--- src/rtl/fifo_wptr_full_ctrl_if.sv ---
// Write-side bundle of the async FIFO: producer request, synchronised read
// pointer, and the pointer/flag outputs of the write controller.
interface fifo_wptr_full_ctrl_if #(
  parameter int N = 4
);
  logic         winc;
  logic [N:0]   wq2_rptr;
  logic         wen;
  logic [N-1:0] waddr;
  logic [N:0]   wbin;
  logic         wfull;
  logic         walmost_full;
  logic [N:0]   wcount;
  logic         wovf;

  // master: the write-domain environment (producer + read-pointer synchroniser)
  modport master (
    output winc, wq2_rptr,
    input  wen, waddr, wbin, wfull, walmost_full, wcount, wovf
  );

  modport slave (
    input  winc, wq2_rptr,
    output wen, waddr, wbin, wfull, walmost_full, wcount, wovf
  );
endinterface

--- src/rtl/fifo_wptr_full_ctrl.sv ---
// Async FIFO write-pointer and full-flag controller (write clock domain).
// Flags describe the state after this cycle's write, so there is no extra latency.
module fifo_wptr_full_ctrl #(
  parameter int N         = 4,
  parameter int AF_THRESH = 12
) (
  input  logic                   clk,
  input  logic                   rst,
  fifo_wptr_full_ctrl_if.slave   wif
);

  localparam logic [N:0] DEPTH    = (N+1)'(2**N);
  localparam logic [N:0] AF_LEVEL = (N+1)'(AF_THRESH);

  logic [N:0] rbin;
  logic [N:0] wbin_next;
  logic [N:0] fill_next;
  logic [N:0] wbin_q;
  logic [N:0] wcount_q;
  logic       wfull_q;
  logic       walmost_full_q;
  logic       wovf_q;
  logic       wen_c;

  // Gray to binary: each binary bit is the parity of the Gray bits at and above it.
  always_comb begin
    rbin = '0;
    for (int i = 0; i <= N; i++) begin
      rbin[i] = ^(wif.wq2_rptr >> i);
    end
  end

  always_comb begin
    wen_c     = wif.winc & ~wfull_q & ~rst;
    wbin_next = wbin_q + {{N{1'b0}}, wen_c};
    fill_next = wbin_next - rbin;
  end

  always_ff @(posedge clk) begin
    if (rst) begin
      wbin_q         <= '0;
      wcount_q       <= '0;
      wfull_q        <= 1'b0;
      walmost_full_q <= 1'b0;
      wovf_q         <= 1'b0;
    end else begin
      wbin_q         <= wbin_next;
      wcount_q       <= fill_next;
      wfull_q        <= (fill_next == DEPTH);
      walmost_full_q <= (fill_next >= AF_LEVEL);
      wovf_q         <= wovf_q | (wif.winc & wfull_q);
    end
  end

  assign wif.wen          = wen_c;
  assign wif.waddr        = wbin_q[N-1:0];
  assign wif.wbin         = wbin_q;
  assign wif.wfull        = wfull_q;
  assign wif.walmost_full = walmost_full_q;
  assign wif.wcount       = wcount_q;
  assign wif.wovf         = wovf_q;

endmodule

--- src/flat_wrapper.sv ---
// flat-port wrapper written by rule: the top's interface ports become plain ports
module fifo_wptr_full_ctrl_flat 
#(
  parameter int N         = 4,
  parameter int AF_THRESH = 12
)
  (clk, rst, wif_winc, wif_wq2_rptr, wif_wen, wif_waddr, wif_wbin, wif_wfull, wif_walmost_full, wif_wcount, wif_wovf);
  fifo_wptr_full_ctrl_if #(.N(N)) wif_i ();
  input  logic clk;
  input  logic rst;
  input wire logic [$bits(wif_i.winc)-1:0] wif_winc;
  input wire logic [$bits(wif_i.wq2_rptr)-1:0] wif_wq2_rptr;
  output wire logic [$bits(wif_i.wen)-1:0] wif_wen;
  output wire logic [$bits(wif_i.waddr)-1:0] wif_waddr;
  output wire logic [$bits(wif_i.wbin)-1:0] wif_wbin;
  output wire logic [$bits(wif_i.wfull)-1:0] wif_wfull;
  output wire logic [$bits(wif_i.walmost_full)-1:0] wif_walmost_full;
  output wire logic [$bits(wif_i.wcount)-1:0] wif_wcount;
  output wire logic [$bits(wif_i.wovf)-1:0] wif_wovf;
  assign wif_i.winc = wif_winc;
  assign wif_i.wq2_rptr = wif_wq2_rptr;
  assign wif_wen = wif_i.wen;
  assign wif_waddr = wif_i.waddr;
  assign wif_wbin = wif_i.wbin;
  assign wif_wfull = wif_i.wfull;
  assign wif_walmost_full = wif_i.walmost_full;
  assign wif_wcount = wif_i.wcount;
  assign wif_wovf = wif_i.wovf;
  fifo_wptr_full_ctrl #(.N(N), .AF_THRESH(AF_THRESH)) u_core (.clk(clk), .rst(rst), .wif(wif_i));
endmodule
--- config.mk ---
export PLATFORM = sky130hd
export DESIGN_NAME = fifo_wptr_full_ctrl_flat
export DESIGN_NICKNAME = d
export VERILOG_FILES = /design/src/rtl/fifo_wptr_full_ctrl_if.sv /design/src/rtl/fifo_wptr_full_ctrl.sv /design/src/flat_wrapper.sv
export SDC_FILE = /design/constraint.sdc
export NUM_CORES = 1
export LEC_CHECK = 0
export CAP_MARGIN = 20
export CORE_UTILIZATION = 39
export CTS_BUF_LIST = sky130_fd_sc_hd__clkbuf_4
export CTS_CLUSTER_SIZE = 12
export DETAILED_ROUTE_END_ITERATION = 6
export PLACE_DENSITY = 0.8
export SLEW_MARGIN = 10
export SYNTH_ARGS = -nofsm -noshare
export SYNTH_HDL_FRONTEND = slang
export SYNTH_SLANG_ARGS = --single-unit
--- constraint.sdc ---
create_clock -name clk -period 2.52 [get_ports clk]
set_input_delay 0.378 -clock clk [delete_from_list [all_inputs] [get_ports clk]]
set_output_delay 0.378 -clock clk [all_outputs]
set_load 0.02 [all_outputs]
After elaboration in Yosys (flattened, before gate mapping)
Index checks and enable logic that the tools add are counted.

operators by class
  divide/modulo/power cells = 0
  equality and inequality tests = 1
  order comparisons = 1
  reduce and logical (&&, ||, !) cells = 5
  muxes and demuxes = 0
  add/sub/neg operators = 2
  multipliers = 0
  bitwise logic cells = 6
  shifts and indexed selects = 0

operator list
  cell                count
  $reduce_xor 5->1    5
  $add 5x1->5         1
  $eq 5x5->1 const B  1
  $ge 5x4->1 const B  1
  $sub 5x5->5         1
  $and 1x1->1         3
  $not 1->1           2
  $or 1x1->1          1

storage, ports and cells
  bits in latches = 0
  logic and storage cells = 20
  output and inout bits = 18
  bits in writable memories = 0
  flip-flop bits (word level) = 13
  memories kept = 0
  input port bits = 8
  memory bits (read-only) = 0

Logic depth before layout (Yosys ltp)
  depth in word-level cells = 6
  mapped depth = 11

Worst setup path before layout
No wires, ideal clock.

  path kind = input -> register
  start = input port rst
  end = register u_core.wfull_q (netlist: u_core.wif.wfull)
  setup slack = -555 ps
  path buffers = 1
  data required time = 2,433 ps
  cell stages on the path = 8
  library setup time = 87 ps
  data arrival time = 2,987 ps
  cell sequence = buf_1 nor3b_1 ha_1 ha_1 fa_1 xor2_1 or3b_2 nor4b_2

between the ends
  cells in the longest elaborated chain, start to end = 5

RTL lines
  what                     RTL line                   text
  start: declaration       flat_wrapper.sv:10         input logic rst;
  $not 1->1                fifo_wptr_full_ctrl.sv:34  wen_c = wif.winc & ~wfull_q & ~rst;
  $and 1x1->1              fifo_wptr_full_ctrl.sv:34
  via wif_wen              flat_wrapper.sv:13         output wire logic [$bits(wif_i.wen)-1:0] wif_wen;
  $add 5x1->5              fifo_wptr_full_ctrl.sv:35  wbin_next = wbin_q + {{N{1'b0}}, wen_c};
  via u_core.wbin_next[1]  fifo_wptr_full_ctrl.sv:16  logic [N:0] wbin_next;
  $sub 5x5->5              fifo_wptr_full_ctrl.sv:36  fill_next = wbin_next - rbin;
  $eq 5x5->1               fifo_wptr_full_ctrl.sv:49  wfull_q <= (fill_next == DEPTH);
  end signal: assignment   fifo_wptr_full_ctrl.sv:49
  end: declaration         fifo_wptr_full_ctrl.sv:20  logic wfull_q;

The timed path passes the listed nets, and every way through them passes these cells.
A chain may end at the register's enable or synchronous reset.

Worst setup path in the final report
  start = input port wif_wq2_rptr[4]
  end = register u_core.wfull_q (netlist: u_core.wif.wfull)

between the ends
  cells in the longest elaborated chain, start to end = 3
  elaborated cells between the ends (all ways) = 7
  those cells by class = add/sub: 1; eq/ne: 1; reduce/logical: 5

RTL lines
  what                RTL line                   text
  start: declaration  flat_wrapper.sv:12         input wire logic [$bits(wif_i.wq2_rptr)-1:0] wif_wq2_rptr;
  $reduce_xor 5->1    fifo_wptr_full_ctrl.sv:29  rbin[i] = ^(wif.wq2_rptr >> i);
  $sub 5x5->5 *       fifo_wptr_full_ctrl.sv:36
  $eq 5x5->1 *        fifo_wptr_full_ctrl.sv:49

Mark *: on every way between the ends. The rest lies on a longest branch, timed or not.

==> results.json <==
{
  "nets": 107,
  "via_count": 512,
  "rsz0062_at_grt": "true",
  "clock_sinks": 13,
  "yosysTopAreaCell": "dfxtp_1",
  "worstPathArrival_ns": 2.63,
  "hold_viol": 0,
  "ys_seq_elements": 13,
  "synthFlopType": "dfxtp_1",
  "synth_area_leaders": "dfxtp_1, ha_1, xnor2_1",
  "synth_edf_count": 0,
  "clock_latency_ns": 0.27,
  "cts_tree": "built",
  "fp.dieW_um": 42.3,
  "syn-num-nets": 75,
  "irDropWorstVdd_mv": 0.343,
  "grt_pass1_vias": 477,
  "yosysTopAreaCellShare_pct": 41.1,
  "diodes": 0,
  "netlist_area_um2": 633,
  "path_cells": "buf_8 > xor2_4 > xnor2_2 > xor2_2 > xnor2_1 > ha_2 > inv_2 > fa_2 > xor2_2 > or3b_4 > nor4b_4",
  "routabilityCongestion": 0.769,
  "ys_warn_count": 0,
  "syn_avg_cell_area_um2": 10.4,
  "synth_cell_types": 20,
  "grt_max_degree": 14,
  "setup_violations": 0,
  "worstMarginPinSlew_ns": 0.358,
  "fp.dieH_um": 42.3,
  "h-tree-depth": 1,
  "path_common_cell": "xor2_2",
  "post_cts_buffers": 0,
  "startpoint_type": "primary input",
  "leakagePower_nw": 0.434,
  "maxSlewHeadroom_pct": 76.1,
  "finalClockSkew_ns": 0.00124,
  "period_minus_slack_ns": 2.43,
  "clk_pin_slew_ns": 0.08,
  "root_buffer": "clkbuf_4",
  "wire_per_inst_um": 11.0,
  "numCtsBuffers": 3,
  "design.core.area_um2": 1510,
  "period_share_pct": 96.5,
  "first_iter_violations": 2,
  "cpPeakStageDelay_ns": 0.41,
  "ant_nets": 0,
  "cp-end-kind": "register",
  "slew_viol_final": 0,
  "seq_area_frac_synth_pct": 41.1,
  "viasPerCell": 4.74,
  "overflow": 0,
  "crit_path_top_delay_cell": "fa_2",
  "dpl.hpwl_um": 969,
  "cp_data_required_time_ns": 2.71,
  "drc": 0,
  "synth_most_common_cell": "dfxtp_1",
  "run_status": "complete, no violations",
  "critPathKind": "primary input to register",
  "fin_hold_ws_ns": 0.481,
  "power_density_nw_per_um2": 633,
  "hold_class": "primary input to register",
  "antenna_found_initial": 0,
  "ctsHoldBuffers": 0,
  "dieArea_um2": 1790,
  "routed_wl_mm": 1.19,
  "worstPathMaxFanout": 2,
  "synthArstFlopShare_pct": 0,
  "drive_above_1_share_pct": 33.7,
  "fmax_ghz": 0.411,
  "path_delay_family": "XOR/XNOR gates",
  "start_util_pct": 42.0,
  "grt_pass1_wl_mm": 1.99,
  "grtUsageTotal_pct": 15.4,
  "critPathBufInv": 2,
  "synthCells": 61,
  "area_delta_synth_final_pct": 66.8,
  "dp.cells": 104,
  "max_cap_violations": 0,
  "ioPinCount": 26,
  "fin_cells": 108,
  "placementRows": 14,
  "firstDrtPassIters": 2,
  "port_buffers": 25,
  "netlist_top_cells_count": "dfxtp_1, nor2_1, xnor2_1",
  "cts_buffer_depth": 2
}
[flip-flops by register name, summed over array words and instances, names as in the netlist]
signal                   cells
u_core.wif.wcount            5
u_core.wif.wovf              1
u_core.wif.wfull             1
u_core.wif.walmost_full      1
u_core.wif.wbin              5
[cell families (layout without fill, tap and decap cells)]
group / after synthesis / count (layout) / synth area share (%)
AO/OA/AOI/OAI: 5 / 5 / 4.55
XOR/XNOR: 12 / 12 / 17.8
adder cells (fa/ha/maj): 7 / 7 / 14.8
buffers and inverters: 8 / 39 / 7.11
flip-flops: 13 / 13 / 41.1
AND/OR/NAND/NOR: 16 / 16 / 14.6
[stage by stage]
stage	power [mW]	instance area [µm²]	worst slack (ns)	util [%]	setup TNS (ns)
after global placement	0.509	987	-0.691	65.5	-2.37
after detailed placement	0.519	987	-0.753	65.5	-2.66
final	0.668	1060	0.0871	70.1	0
after floorplan	0.408	702	-0.141	-	-0.142
after global routing	0.701	1060	-0.0353	70.1	-0.0353
after CTS	0.666	1040	0.00697	69.2	0
[what timing repair did]
action,CTS,global route
cloned,0,0
endpoints found under the setup margin,3,2
gates resized for setup,14,5
pin swaps,11,6
[area by class of cell]
class,instances,area (µm²)
tap,16,20.0
multi-input combinational,40,435
inverter,3,11.3
fill,110,450
clock buffer,4,30.0
sequential,13,260
timing repair buffer,32,299
[layer usage]
layer / global-route usage (%) / share of wire [%]
met1: 16.0 / 39
met4: 9.38 / 2.4
met2: 28.3 / 55
met3: 2.59 / 3.1
met5: 0 / 0
[power breakdown]
part	leakage, nW	internal, mW	total, mW	switching, mW
sequential	0.107	0.231	0.240	0.00925
clock	0.0184	0.0721	0.139	0.0672
combinational	0.308	0.155	0.289	0.134
[cell usage in the layout, fill, tap and decap left out, types with 3 or more instances in the layout]
cell type,n
clkdlybuf4s50_1,20
nor2b_1,3
xor2_2,3
dfxtp_1,13
nor2_1,7
xnor2_1,4
buf_4,7
clkbuf_4,4
dlygate4sd2_1,3
[worst register-to-register path, delay by kind of cell, from the launching register on]
| kind | cells | cell delay, ns |
|---|---|---|
| xor+xnor | 1 | 0.17 |
| fa+ha+maj | 3 | 0.80 |
| buf+inv | 2 | 0.10 |
| flops | 1 | 0.35 |
| simple gates | 3 | 0.82 |
[final timing paths]
kind         cells after the start          endpoint              from  slack, ns
max                             11  u_core.wif.wfull   wif_wq2_rptr[4]       0.09
min                              3   u_core.wif.wovf          wif_winc       0.48
max reg2reg                      9  u_core.wif.wfull  u_core.wif.wfull       0.21
min reg2reg                      2   u_core.wif.wovf   u_core.wif.wovf       0.48
No activity file was read; power rests on OpenSTA's default activity.
